File: src/rtl/viterbi_ctrl.sv
// ----------------------------------------------------------------------------
// viterbi_ctrl
// Frame-level sequencer for a K=3, rate-1/2, 4-state Viterbi decoder.
//
// Flow per frame: IDLE -> INIT -> ACS -> TB -> DONE -> IDLE
//   INIT : one-cycle path-metric init pulse.
//   ACS  : one trellis step per accepted symbol (valid/ready handshake);
//          forwards the symbol to the BMU, enables the ACS update and
//          writes one survivor-memory column per step.
//   TB   : FRAME_LEN traceback steps, reading the survivor memory from the
//          last written address down to 0.
//   DONE : one-cycle completion pulse.
//
// Ports:
//   clk_i, rst_i            clock, synchronous active-high reset
//   start_i, abort_i        frame start (IDLE only) / frame cancel (any state)
//   sym_valid_i, sym_data_i incoming 2-bit symbols from the PISO
//   sym_ready_o             symbol accepted this cycle when valid is high
//   bmu_data_o              symbol forwarded to the BMU (0 when not accepting)
//   pm_init_o               path-metric initialisation pulse
//   acs_en_o                ACS / path-metric register update enable
//   sm_wr_en_o, sm_wr_addr_o survivor-memory write port control
//   tb_en_o, tb_first_o, tb_addr_o traceback step control / read address
//   busy_o, done_o          status
//   stall_cnt_o             (only with VITERBI_CTRL_STALL_CNT_EN) number of
//                           ACS cycles without a valid symbol, saturating
//
// Optional feature macro: VITERBI_CTRL_STALL_CNT_EN
// ----------------------------------------------------------------------------
module viterbi_ctrl #(
    parameter int FRAME_LEN = 16,
    parameter int ADDR_W    = 4
) (
    input  logic              clk_i,
    input  logic              rst_i,
    input  logic              start_i,
    input  logic              abort_i,
    input  logic              sym_valid_i,
    input  logic [1:0]        sym_data_i,
    output logic              sym_ready_o,
    output logic [1:0]        bmu_data_o,
    output logic              pm_init_o,
    output logic              acs_en_o,
    output logic              sm_wr_en_o,
    output logic [ADDR_W-1:0] sm_wr_addr_o,
    output logic              tb_en_o,
    output logic              tb_first_o,
    output logic [ADDR_W-1:0] tb_addr_o,
    output logic              busy_o,
    output logic              done_o
`ifdef VITERBI_CTRL_STALL_CNT_EN
    ,
    output logic [15:0]       stall_cnt_o
`endif
);

    typedef enum logic [2:0] {
        S_IDLE = 3'd0,
        S_INIT = 3'd1,
        S_ACS  = 3'd2,
        S_TB   = 3'd3,
        S_DONE = 3'd4
    } state_t;

    localparam logic [ADDR_W-1:0] LAST_IDX = ADDR_W'(FRAME_LEN - 1);
    localparam logic [ADDR_W-1:0] ONE      = ADDR_W'(1);

    state_t            state_q, state_d;
    logic [ADDR_W-1:0] sym_cnt_q, sym_cnt_d;
    logic [ADDR_W-1:0] tb_cnt_q, tb_cnt_d;
    logic              accept;

    always_ff @(posedge clk_i) begin
        if (rst_i) begin
            state_q   <= S_IDLE;
            sym_cnt_q <= '0;
            tb_cnt_q  <= '0;
        end else begin
            state_q   <= state_d;
            sym_cnt_q <= sym_cnt_d;
            tb_cnt_q  <= tb_cnt_d;
        end
    end

    always_comb begin
        state_d      = state_q;
        sym_cnt_d    = sym_cnt_q;
        tb_cnt_d     = tb_cnt_q;
        accept       = 1'b0;
        sym_ready_o  = 1'b0;
        bmu_data_o   = 2'b00;
        pm_init_o    = 1'b0;
        acs_en_o     = 1'b0;
        sm_wr_en_o   = 1'b0;
        sm_wr_addr_o = '0;
        tb_en_o      = 1'b0;
        tb_first_o   = 1'b0;
        tb_addr_o    = '0;
        busy_o       = 1'b0;
        done_o       = 1'b0;

        case (state_q)
            S_IDLE: begin
                if (start_i && !abort_i) begin
                    state_d = S_INIT;
                end
            end
            S_INIT: begin
                busy_o    = 1'b1;
                pm_init_o = 1'b1;
                sym_cnt_d = '0;
                state_d   = S_ACS;
            end
            S_ACS: begin
                busy_o       = 1'b1;
                // ready is a pure state decode; abort only blocks the commit
                sym_ready_o  = 1'b1;
                sm_wr_addr_o = sym_cnt_q;
                accept       = sym_valid_i && !abort_i;
                if (accept) begin
                    acs_en_o   = 1'b1;
                    sm_wr_en_o = 1'b1;
                    bmu_data_o = sym_data_i;
                    if (sym_cnt_q == LAST_IDX) begin
                        // hold sym_cnt here so it cannot wrap when
                        // FRAME_LEN == 2**ADDR_W
                        tb_cnt_d = LAST_IDX;
                        state_d  = S_TB;
                    end else begin
                        sym_cnt_d = sym_cnt_q + ONE;
                    end
                end
            end
            S_TB: begin
                busy_o     = 1'b1;
                tb_en_o    = 1'b1;
                tb_addr_o  = tb_cnt_q;
                tb_first_o = (tb_cnt_q == LAST_IDX);
                if (tb_cnt_q == '0) begin
                    state_d = S_DONE;
                end else begin
                    tb_cnt_d = tb_cnt_q - ONE;
                end
            end
            S_DONE: begin
                busy_o  = 1'b1;
                done_o  = !abort_i;
                state_d = S_IDLE;
            end
            default: begin
                state_d = S_IDLE;
            end
        endcase

        if (abort_i && (state_q != S_IDLE)) begin
            state_d   = S_IDLE;
            sym_cnt_d = '0;
            tb_cnt_d  = '0;
        end
    end

`ifdef VITERBI_CTRL_STALL_CNT_EN
    logic [15:0] stall_cnt_q, stall_cnt_d;

    always_ff @(posedge clk_i) begin
        if (rst_i) begin
            stall_cnt_q <= '0;
        end else begin
            stall_cnt_q <= stall_cnt_d;
        end
    end

    always_comb begin
        stall_cnt_d = stall_cnt_q;
        if (state_q == S_INIT) begin
            stall_cnt_d = '0;
        end else if ((state_q == S_ACS) && !sym_valid_i && (stall_cnt_q != 16'hFFFF)) begin
            stall_cnt_d = stall_cnt_q + 16'd1;
        end
    end

    assign stall_cnt_o = stall_cnt_q;
`endif

endmodule
File: config.mk
export PLATFORM = sky130hd
export DESIGN_NAME = viterbi_ctrl
export DESIGN_NICKNAME = d
export VERILOG_FILES = /design/src/rtl/viterbi_ctrl.sv
export SDC_FILE = /design/constraint.sdc
export NUM_CORES = 1
export LEC_CHECK = 0
export BUFFER_PORTS_ARGS = -buffer_cell sky130_fd_sc_hd__buf_2
export CORE_UTILIZATION = 49
export DETAILED_ROUTE_END_ITERATION = 16
export PLACE_DENSITY = 0.77
export SYNTH_ARGS = -nofsm -noshare
export SYNTH_HDL_FRONTEND = slang
export SYNTH_SLANG_ARGS = --single-unit
File: constraint.sdc
create_clock -name clk_i -period 2.1 [get_ports clk_i]
set_clock_uncertainty 0.15 [all_clocks]
set_input_delay 0.21 -clock clk_i [delete_from_list [all_inputs] [get_ports clk_i]]
set_output_delay 0.21 -clock clk_i [all_outputs]
set_load 0.01 [all_outputs]
# ---- Word-level counts from Yosys, hierarchy flattened
# Index checks and enable logic that the tools add are counted.
dict set report totals {
  regBits 11
  input_bits 7
  output_inout_bits 18
  wordCells 55
}
dict set report classes {
  addsub 2
  n_eq_ne 12
  muxes 24
  n_reduce_logical 14
}
# op n
set ops {}
lappend ops {{2-to-1 mux 4 bit} 7}
lappend ops {{one-hot mux 4 bit (2 select lines)} 2}
lappend ops {{2-to-1 mux 3 bit} 4}
lappend ops {{inequality test 2 bit, second input constant} 6}
lappend ops {{one-hot mux 3 bit (4 select lines)} 1}
lappend ops {{equality test 4 bit, second input constant} 2}
lappend ops {{2-to-1 mux 1 bit} 8}
lappend ops {{AND reduction 4 bit} 2}
lappend ops {{equality test 3 x 2 -> 1 bit, second input constant} 2}
lappend ops {{adder 4 x 1 -> 4 bit, second input constant} 1}
lappend ops {{zero test 4 bit} 1}
lappend ops {{2-to-1 mux 2 bit} 2}
lappend ops {{nonzero test 2 bit} 2}
lappend ops {{OR reduction 4 bit} 1}
lappend ops {{subtractor 4 x 1 -> 4 bit, second input constant} 1}
lappend ops {{equality test 3 x 1 -> 1 bit, second input constant} 1}
lappend ops {{equality test 3 bit, second input constant} 1}
lappend ops {{logical AND 1 bit} 3}
lappend ops {{zero test 3 bit} 1}
lappend ops {{AND reduction 3 bit} 1}
lappend ops {{nonzero test 3 bit} 1}
lappend ops {{OR reduction 2 bit} 1}
lappend ops {{zero test 1 bit} 1}

# ---- Longest topological paths before layout
dict set report logic_depth {
  depth_word 4
  ltp_mapped 6
  depth_no_buf 6
}

# ---- Least setup slack after synthesis
# No wires, ideal clock.
dict set report synth_path {
  kind {reg-to-output}
  from {register state_q[0]}
  to {output port tb_first_o}
  t_arrival_ns 1.229
  t_required_ns 1.740
  slack_ns 0.511
  path_stages_with_launch 6
  path_buffers 1
  path_cell_list {dfxtp_1 buf_6 nand2_2 nor2_2 and2_1 and3_1}
}
dict set report synth_via {
  elab_chain_cells 2
}
# element line_no
set synth_lines {}
lappend synth_lines {{start, declared} 68} ;# state_t state_q, state_d;
lappend synth_lines {{start signal, assigned} 79} ;# state_q <= state_d;
lappend synth_lines {{equality test 3 x 2 -> 1 bit} 102} ;# case (state_q)
lappend synth_lines {{2-to-1 mux 1 bit} 102}
lappend synth_lines {{end, declared} 47} ;# output logic tb_first_o,
# Every way passes these cells.

# ---- Worst setup path after layout
dict set report layout_path {
  from {register state_q[2]}
  to {output port tb_first_o}
}
# The elaborated chain is that of the path after synthesis.

==> out/qor.yml <==
yosys:
  synth_top_cell_area_share_pct: 27.1
  yosys_warnings: 0
  yosys-top-cells-count: "dfxtp_1 (11), and2_1 (7), a21oi_1 (6)"
  ys_top_cells_by_area: "dfxtp_1 (27%), ha_1 (6.2%), and2_1 (5.4%), a21oi_1 (3.7%), nor3b_2 (3.1%)"
  syn_avg_cell_area_um2: 8.94
  syn_inst: 91
  syn_area_um2: 813
  synth_ff_type: "dfxtp_1"
  yosysTopAreaCell: "dfxtp_1"
  yosysMostFrequentCell: "dfxtp_1"
  async_flop_share_pct: 0
  synth_cell_types: 40
  syn-num-nets: 102
  ys_seq_area_share_pct: 27.1
  synth_seq_cells: 11
  synth-edff-count: 0
placed_design:
  place_congestion: 0.821
  io_buffers: 24
  place_area_um2: 918
  dpl.hpwl_um: 1300
critical_path:
  r2r_end: "tb_cnt_q[3]"
  cpLargestDelayFamily: "flip-flops"
  cp-end-kind: "output pin"
  critPathLaunchType: "register"
  cp.arrival_ns: 1.58
  reg2reg_from: "tb_cnt_q[0]"
  crit_type: "reg -> out"
  r2r_slack_ns: 0.37
  cpMaxStageDelayCell: "dfxtp_1"
  r2r.worst_path.cells: 6
  crit_buf_inv: 1
  cp-startpoint: "state_q[2]"
  crit_chain: "nor2_2, and2_1, and3_1, buf_2"
  cp_max_fo: 13
  cp.required_ns: 1.74
  cpPeakStageDelay_ns: 0.65
drt:
  via_per_inst: 5.85
  drt_iter0_drc: 14
  drc: 0
  ant_nets: 0
  first_pass_iters: 4
  num_vias: 766
  wl_um: 1790
  wl_per_cell_um: 13.7
power_and_ir_drop:
  p_leak_uw: 0.000445
  vdd_drop_max_mv: 0.288
  p_per_area_mw_per_mm2: 436
grt:
  track_usage_pct: 21.9
  grt_pass1_wl_um: 3020
  grt_pass1_vias: 683
  overflow: 0
  grt_max_degree: 14
  antenna_found_initial: 0
clock_tree:
  htreeDepth: 1
  cts-root-buf: "clkbuf_4"
  cts_hold_buf: 0
  cts_buffer_depth: 2
  path_clk_slew_ns: 0.07
  clk_latency_ns: 0.28
  cts_tree: "done"
  cts_buffers: 3
  post_cts_buffers: 0
  clock-sinks: 11
cells_and_area:
  drive_gt1_share_pct: 36.5
  stdcell_area_um2: 947
  syn_to_final_growth_pct: 16.5
  diodes: 0
  final_nets: 127
die:
  fp.dieW_um: 42.7
  die_h_um: 42.7
  io_pins: 25
  rows: 14
  die-area_mm2: 0.00183
  core_mm2: 0.00152
  start_util_pct: 53.4
timing:
  tns_ns: 0
  period_needed_ns: 1.94
  rsz0062_at_grt: "false"
  tightestPinTransition_ns: 0.521
  timing.fmax_mhz: 516
  hold_violations: 0
  finalSetupViolCount: 0
  relSlewSlack_pct: 65.2
  holdWs_ns: 0.0990
  period_share_pct: 92.2
  slew_violations: 0
job:
  drv_cap: 0
hold_path:
  hold_path.class: "in -> reg"
  hold_end: "state_q[2]"
  hp-start: "rst_i"
  hold_depth: 4
outcome:
  status: "finished clean"
## cells in the final DEF (no fill, tap or decap), types with 2 or more instances in the layout
| cell type | n |
|---|---|
| nand3_1 | 3 |
| nor2b_1 | 2 |
| buf_2 | 24 |
| o21ai_1 | 2 |
| a32o_1 | 2 |
| dfxtp_2 | 2 |
| nand2_1 | 4 |
| nor2_2 | 3 |
| and3_1 | 3 |
| nor3_1 | 3 |
| nor2_1 | 5 |
| inv_1 | 3 |
| nand2b_1 | 3 |
| ha_1 | 4 |
| and2_1 | 7 |
| clkbuf_4 | 3 |
| o22ai_1 | 2 |
| nor3b_2 | 2 |
| dfxtp_1 | 9 |
| a21oi_1 | 6 |
| o21a_1 | 3 |
## worst max-delay path by stage
stage / to / cells after the start
floorplan: tb_first_o / 5
global placement: tb_first_o / 5
detailed placement: sym_cnt_q[3] / 4
CTS: tb_first_o / 5
global route: tb_first_o / 4
finish: tb_first_o / 4
## cell families after synthesis
group                      share of synthesized area, %
and+or+nand+nor                                    39.7
AOI/OAI and AO/OA                                  18.9
DFF                                                27.1
buffers and inverters                              5.69
adders and majority gates                          6.15
xor gates and xnor gates                           1.08
muxes                                              1.38
## worst register-to-register path: stages, from the launching register on
cell and delay [ns]:
dfxtp_1 0.43, inv_1 0.11, ha_1 0.19, nor3b_2 0.17, nand2b_1 0.17, o41ai_1 0.25, a32o_1 0.21
## where the power goes
part	switching, uW	internal (uW)
clock	78.4	73.8
sequential	5.32	210
combinational	25.6	19.4
total	109	303
## layout make-up
cell class | count | area (um2)
tap | 16 | 20.0
clock buffer | 4 | 26.3
multi-input combinational | 73 | 547
timing repair buffer | 24 | 120
inverter | 3 | 11.3
sequential | 11 | 223
fill | 142 | 577
## per-stage QoR
| step | total power, uW | utilization (%) | setup slack (ns) | std cells |
|---|---|---|---|---|
| final | 413 | 62.2 | 0.163 | 131 |
| after global routing | 429 | 62.2 | 0.0491 | 131 |
| after CTS | 416 | 62.0 | 0.0389 | 131 |
| after detailed placement | 264 | 60.3 | 0.296 | 127 |
| after global placement | 263 | 60.3 | 0.366 | 127 |
| after floorplan | 250 | - | 0.511 | 91 |
## what timing repair did
item / in CTS / in global routing
gates resized for setup: 0 / 2
endpoints found under the hold margin: 0 / 0
endpoints found under the setup margin: 0 / 3
## registers in the layout, indices dropped and copies added, names as in the netlist
name and flops:
tb_cnt_q 4, sym_cnt_q 4, state_q 3
## per-layer routing
metal | track usage (%) | routed length [um] | vias to the layer above
met4 | 11.3 | 37 | 0
met5 | 0 | 0 | -
met2 | 33.0 | 822 | 33
li1 | - | - | 377
met1 | 29.3 | 792 | 351
met3 | 4.26 | 139 | 5
Power figures use the tool's default switching activity.
